[config.mk]
export PLATFORM = sky130hd
export DESIGN_NAME = if_id_stage
export DESIGN_NICKNAME = d
export VERILOG_FILES = /design/src/rtl/if_id_stage.sv
export SDC_FILE = /design/constraint.sdc
export NUM_CORES = 1
export LEC_CHECK = 0
export ABC_AREA = 0
export CAP_MARGIN = 20
export CORE_MARGIN = 2
export CORE_UTILIZATION = 30
export DETAILED_ROUTE_END_ITERATION = 10
export SYNTH_ARGS = -nofsm -noshare
export SYNTH_HDL_FRONTEND = slang
export SYNTH_SLANG_ARGS = --single-unit
export TNS_END_PERCENT = 1
[constraint.sdc]
create_clock -name clk -period 2.4 [get_ports clk]
set_clock_uncertainty 0.15 [all_clocks]
set_input_delay 0.6 -clock clk [delete_from_list [all_inputs] [get_ports clk]]
set_output_delay 0.6 -clock clk [all_outputs]
set_load 0.02 [all_outputs]
[src/rtl/if_id_stage.sv]
// Fetch-to-decode stage: pairs each synchronous inst SRAM read with its PC,
// absorbs reads that land while decode is stalled, and presents the ID bundle.
module if_id_stage #(
  parameter logic [31:0] RESET_PC    = 32'hbfc00000,
  parameter int          CHECK_ALIGN = 1
) (
  input  logic        clk,
  input  logic        resetn,
  input  logic        inst_sram_en,
  input  logic [31:0] pc,
  input  logic [31:0] inst_sram_rdata,
  input  logic        stall,
  input  logic        flush,
  input  logic        id_is_branch,
  output logic        id_valid,
  output logic [31:0] id_pc,
  output logic [31:0] id_inst,
  output logic        id_in_delay_slot,
  output logic        id_adel,
  output logic        skid_full
);

  localparam logic CHK = (CHECK_ALIGN != 0);

  // Handshake: a word moves from the arrival/skid side into ID on any edge
  // where it is valid and stall is low; while stall is high every arriving
  // word must find a free skid entry (decode never back-pressures fetch).

  logic        r_req_valid;
  logic [31:0] r_req_pc;

  logic        r_h0_valid;
  logic [31:0] r_h0_pc;
  logic [31:0] r_h0_inst;
  logic        r_h1_valid;
  logic [31:0] r_h1_pc;
  logic [31:0] r_h1_inst;

  logic        r_id_valid;
  logic [31:0] r_id_pc;
  logic [31:0] r_id_inst;
  logic        r_id_ds;
  logic        r_id_adel;

  logic        w_arr;
  logic        w_h0_valid_n;
  logic [31:0] w_h0_pc_n;
  logic [31:0] w_h0_inst_n;
  logic        w_h1_valid_n;
  logic [31:0] w_h1_pc_n;
  logic [31:0] w_h1_inst_n;
  logic        w_load;
  logic [31:0] w_load_pc;
  logic [31:0] w_load_inst;
  logic        w_load_adel;

  assign w_arr = r_req_valid;

  // Outstanding request: the SRAM returns data for r_req_pc this cycle.
  always_ff @(posedge clk or negedge resetn) begin
    if (!resetn) begin
      r_req_valid <= 1'b0;
      r_req_pc    <= RESET_PC;
    end else begin
      r_req_valid <= inst_sram_en & ~flush;
      r_req_pc    <= pc;
    end
  end

  // Skid next-state and ID source selection.
  always_comb begin
    w_h0_valid_n = r_h0_valid;
    w_h0_pc_n    = r_h0_pc;
    w_h0_inst_n  = r_h0_inst;
    w_h1_valid_n = r_h1_valid;
    w_h1_pc_n    = r_h1_pc;
    w_h1_inst_n  = r_h1_inst;
    w_load       = 1'b0;
    w_load_pc    = r_req_pc;
    w_load_inst  = inst_sram_rdata;

    if (flush) begin
      w_h0_valid_n = 1'b0;
      w_h1_valid_n = 1'b0;
    end else if (stall) begin
      if (w_arr) begin
        if (!r_h0_valid) begin
          w_h0_valid_n = 1'b1;
          w_h0_pc_n    = r_req_pc;
          w_h0_inst_n  = inst_sram_rdata;
        end else if (!r_h1_valid) begin
          w_h1_valid_n = 1'b1;
          w_h1_pc_n    = r_req_pc;
          w_h1_inst_n  = inst_sram_rdata;
        end
      end
    end else begin
      if (r_h0_valid) begin
        w_load      = 1'b1;
        w_load_pc   = r_h0_pc;
        w_load_inst = r_h0_inst;
        if (r_h1_valid) begin
          w_h0_valid_n = 1'b1;
          w_h0_pc_n    = r_h1_pc;
          w_h0_inst_n  = r_h1_inst;
          w_h1_valid_n = w_arr;
          if (w_arr) begin
            w_h1_pc_n   = r_req_pc;
            w_h1_inst_n = inst_sram_rdata;
          end
        end else begin
          w_h1_valid_n = 1'b0;
          w_h0_valid_n = w_arr;
          if (w_arr) begin
            w_h0_pc_n   = r_req_pc;
            w_h0_inst_n = inst_sram_rdata;
          end
        end
      end else if (w_arr) begin
        w_load = 1'b1;
      end
    end
  end

  assign w_load_adel = CHK & (w_load_pc[1:0] != 2'b00);

  always_ff @(posedge clk or negedge resetn) begin
    if (!resetn) begin
      r_h0_valid <= 1'b0;
      r_h0_pc    <= RESET_PC;
      r_h0_inst  <= 32'h0;
      r_h1_valid <= 1'b0;
      r_h1_pc    <= RESET_PC;
      r_h1_inst  <= 32'h0;
    end else begin
      r_h0_valid <= w_h0_valid_n;
      r_h0_pc    <= w_h0_pc_n;
      r_h0_inst  <= w_h0_inst_n;
      r_h1_valid <= w_h1_valid_n;
      r_h1_pc    <= w_h1_pc_n;
      r_h1_inst  <= w_h1_inst_n;
    end
  end

  // ID registers; delay-slot flag uses the ID contents before this edge.
  always_ff @(posedge clk or negedge resetn) begin
    if (!resetn) begin
      r_id_valid <= 1'b0;
      r_id_pc    <= RESET_PC;
      r_id_inst  <= 32'h0;
      r_id_ds    <= 1'b0;
      r_id_adel  <= 1'b0;
    end else if (flush) begin
      r_id_valid <= 1'b0;
      r_id_ds    <= 1'b0;
    end else if (!stall) begin
      if (w_load) begin
        r_id_valid <= 1'b1;
        r_id_pc    <= w_load_pc;
        r_id_inst  <= w_load_adel ? 32'h0 : w_load_inst;
        r_id_ds    <= r_id_valid & id_is_branch;
        r_id_adel  <= w_load_adel;
      end else begin
        r_id_valid <= 1'b0;
        r_id_ds    <= 1'b0;
      end
    end
  end

  assign id_valid         = r_id_valid;
  assign id_pc            = r_id_pc;
  assign id_inst          = r_id_inst;
  assign id_in_delay_slot = r_id_ds;
  assign id_adel          = r_id_adel;
  assign skid_full        = r_h0_valid & r_h1_valid;

  // A word arriving while stalled with both entries occupied would be lost.
  a_no_skid_overflow : assert property (@(posedge clk) disable iff (!resetn)
    !(!flush && stall && r_req_valid && r_h0_valid && r_h1_valid));

endmodule
==> impl_metrics.xml <==
<?xml version="1.0" encoding="UTF-8"?>
<metrics>
  <group name="run_status">
    <metric name="outcome" unit="">finished, final reports clean</metric>
  </group>
  <group name="sta">
    <metric name="final_hold_viol_count" unit="">0</metric>
    <metric name="fmax" unit="GHz">0.432</metric>
    <metric name="grt_setup_unrepaired" unit="">no</metric>
    <metric name="worstMarginPinSlew" unit="ns">0.710</metric>
    <metric name="setup_viol_count_final" unit="">0</metric>
    <metric name="timing_max_transition_violations_final" unit="">0</metric>
    <metric name="final_worst_setup_slack" unit="ns">0.0829</metric>
    <metric name="final_period_demand_of_the_worst_path" unit="ns">2.32</metric>
    <metric name="min_period_over_period" unit="%">96.5</metric>
    <metric name="maxSlewHeadroom" unit="%">52.7</metric>
  </group>
  <group name="floorplan">
    <metric name="initial_utilization" unit="%">30.3</metric>
    <metric name="io-pin-count" unit="">138</metric>
    <metric name="die-height" unit="µm">190</metric>
    <metric name="core" unit="mm²">0.0344</metric>
    <metric name="die_width" unit="µm">190</metric>
    <metric name="rows" unit="">68</metric>
    <metric name="design.die.area" unit="mm²">0.0362</metric>
  </group>
  <group name="routing">
    <metric name="drt_via_density" unit="">4.58</metric>
    <metric name="wire_per_inst" unit="µm">17.7</metric>
    <metric name="drt_iter0_drc" unit="">164</metric>
    <metric name="via_count" unit="">6208</metric>
    <metric name="drt_first_pass_iters" unit="">4</metric>
    <metric name="wl" unit="µm">24000</metric>
    <metric name="route.antenna.remaining_nets" unit="">0</metric>
    <metric name="drc" unit="">0</metric>
  </group>
  <group name="layout">
    <metric name="mostFrequentLayoutCell" unit="">dfrtp_1</metric>
    <metric name="fill_cells" unit="">3231</metric>
    <metric name="layout.cell_area.non_filler" unit="mm²">0.0136</metric>
    <metric name="commonest_cells_after_routing_fill_and_taps_aside" unit="">192 x dfrtp_1, 181 x mux2_2, 161 x mux2i_1</metric>
    <metric name="num-nets-final" unit="">949</metric>
    <metric name="synthesis_to_finish_area_growth" unit="%">30.3</metric>
    <metric name="share_of_layout_cells_above_drive_strength_1" unit="%">33.7</metric>
    <metric name="utilization" unit="%">39.4</metric>
    <metric name="antenna_cells_inserted" unit="">0</metric>
  </group>
  <group name="worst_setup_path">
    <metric name="required" unit="ns">1.65</metric>
    <metric name="critPathSlowestCell" unit="">dfrtp_4</metric>
    <metric name="worstSetupPathDepth" unit="">2</metric>
    <metric name="setup.worst_path.end_class" unit="">primary output</metric>
    <metric name="cp_slowest_stage_delay" unit="ns">0.51</metric>
    <metric name="startpoint_type" unit="">register</metric>
    <metric name="worstReg2RegStart" unit="">r_h1_valid</metric>
    <metric name="setup.worst_path.class" unit="">register to primary output</metric>
    <metric name="rrSetupSlack" unit="ns">0.42</metric>
    <metric name="critical_path.cell_chain" unit="">and2_1 -&gt; dlygate4sd2_1</metric>
    <metric name="cp_num_buf_inv" unit="">1</metric>
    <metric name="critPathTopFamily" unit="">flip-flops</metric>
    <metric name="crit_path_max_fanout" unit="">6</metric>
    <metric name="regToRegEndpoint" unit="">r_h0_inst[10]</metric>
    <metric name="critPathArrivalTime" unit="ns">1.57</metric>
    <metric name="worstRegToRegCells" unit="">4</metric>
  </group>
  <group name="min_path">
    <metric name="timing.hold.worst_path_depth" unit="">2</metric>
    <metric name="hold-path-endpoint" unit="">r_h0_pc[26]</metric>
    <metric name="hold_path_class" unit="">register to register</metric>
    <metric name="worst_hold_startpoint" unit="">r_h0_pc[26]</metric>
  </group>
  <group name="synthesis">
    <metric name="ys_seq_area_share" unit="%">55.8</metric>
    <metric name="syn-cell-area" unit="mm²">0.0104</metric>
    <metric name="synth.ff_latch_count" unit="">230</metric>
    <metric name="synth_fp_nets" unit="">794</metric>
    <metric name="synth_cell_type_count" unit="">33</metric>
    <metric name="syn-mean-instance-area" unit="µm²">14.4</metric>
    <metric name="synthCells" unit="">724</metric>
    <metric name="yosysWarnings" unit="">0</metric>
  </group>
  <group name="grt">
    <metric name="grt_start_max_net_pins" unit="">58</metric>
    <metric name="grt_antenna_before_repair" unit="">0</metric>
    <metric name="via_count_of_the_first_global_routing_pass" unit="">6707</metric>
    <metric name="grt_usage" unit="%">13.5</metric>
    <metric name="globalRouteOverflowTotal" unit="">0</metric>
    <metric name="wire_length_of_the_first_global_routing_pass" unit="µm">38400</metric>
  </group>
  <group name="placed_design">
    <metric name="placedInstanceArea" unit="mm²">0.0126</metric>
    <metric name="port-buffer-count" unit="">137</metric>
    <metric name="dpl_worst_slack" unit="ns">-0.110</metric>
    <metric name="place_congestion" unit="">0.690</metric>
    <metric name="dp_hpwl" unit="µm">15100</metric>
  </group>
  <group name="clocking">
    <metric name="cts-root-buf" unit="">clkbuf_16</metric>
    <metric name="cts.path.max_buffers" unit="">3</metric>
    <metric name="cts.sinks" unit="">230</metric>
    <metric name="insertion_delay" unit="ns">0.55</metric>
    <metric name="cts_tree" unit="">yes</metric>
    <metric name="cts_htree_levels" unit="">1</metric>
    <metric name="number_of_buffers_inserted_during_clock_tree_synthesis" unit="">28</metric>
    <metric name="worst_setup_hold_path_clk_slew" unit="ns">0.06</metric>
  </group>
  <group name="pwr">
    <metric name="power.ir.vdd_worst" unit="mV">0.529</metric>
    <metric name="p_leak" unit="nW">5.72</metric>
    <metric name="pwr_density_cell" unit="mW/mm²">814</metric>
  </group>
  <group name="job">
    <metric name="drv_cap" unit="">0</metric>
  </group>
</metrics>
## stage by stage
stage                     setup TNS (ns)  power, mW  std cells  hold WS, ns
after floorplan                        0       5.97        724        0.154
after global placement             -5.75       6.86       1303        0.301
after detailed placement           -9.76       6.91       1303        0.305
after CTS                              0       11.2       1354        0.306
after global routing                   0       11.6       1354        0.309
final                                  0       11.0       1354        0.315
## cell type report
class / count / area [µm²] / area share [%]
clock inverter: 9 / 131 / 0.969
timing repair buffer: 173 / 1860 / 13.8
clock buffer: 41 / 810 / 5.97
sequential: 230 / 5810 / 42.9
tap: 455 / 569 / 4.20
inverter: 33 / 124 / 0.914
multi-input combinational: 413 / 4250 / 31.3
## registers in the layout (all words and copies together) (netlist names), 32 cells and up
| register | flops |
|---|---|
| id_inst | 32 |
| id_pc | 32 |
| r_h0_inst | 32 |
| r_h0_pc | 32 |
| r_h1_inst | 32 |
| r_h1_pc | 32 |
| r_req_pc | 32 |
## worst min-delay path, delay by kind of cell, from the launching register on
family | cells | cell delay (ns)
buf+inv | 1 | 0.04
flops | 1 | 0.36
mux | 1 | 0.05
## synth_stat cells, drive strengths merged
library cell,instances,area (µm²)
xnor2,1,8.76
and2,2,12.5
nand2,2,7.51
nor2b,4,25.0
a22oi,2,15.0
a21boi,1,11.3
o211ai,1,7.51
nor4,1,21.3
nand2b,1,6.26
clkbuf,10,37.5
nor3,2,10.0
dfstp,36,946
buf,38,225
mux2i,161,1610
o21a,2,15.0
o22ai,2,12.5
a21oi,2,10.0
a31oi,2,12.5
inv,33,124
a32o,1,10.0
o2bb2ai,32,280
nor3b,1,7.51
mux2,185,2080
nor2,2,7.51
dfrtp,194,4850
o21ai,4,20.0
a2111o,1,11.3
a211oi,1,7.51
## routing by layer
metal	share of wire [%]	GRT usage (%)	vias up	wire length, µm
met1	46	18.2	3167	11100
li1	-	-	2916	-
met2	48	22.3	93	11500
met5	0	0	-	0
met3	4.0	2.71	32	952
met4	1.8	3.46	0	442
## where the power goes
group          switching [mW]  internal, mW
Combinational           0.842          1.02
Clock                    1.60          2.64
Sequential              0.335          4.58
## logic make-up after synthesis
kind of cell | share of synthesized area, %
AND/OR/NAND/NOR | 0.938
XOR/XNOR | 0.0842
buffers and inverters | 3.72
multiplexers | 35.5
AO/OA/AOI/OAI | 3.97
flip-flops | 55.8
## what timing repair did
item | 4_1_cts | 5_1_grt
buffers inserted | 0 | 0
setup endpoints to repair | 10 | 2
gates resized for setup | 10 | 2
hold buffers | 1 | 0
endpoints found under the hold margin | 51 | 0
cloned | 0 | 0
## worst max-delay path by stage
stage | slack [ns] | to | startpoint
after floorplan | 0.20 | r_h1_inst[2] | stall
after global placement | -0.07 | r_h0_inst[10] | flush
after detailed placement | -0.11 | r_h1_inst[2] | flush
after CTS | 0.02 | id_pc[0] | id_pc[0]
after global routing | 0.03 | id_inst[11] | id_inst[11]
final | 0.08 | skid_full | r_h1_valid
Power figures use the tool's default switching activity.
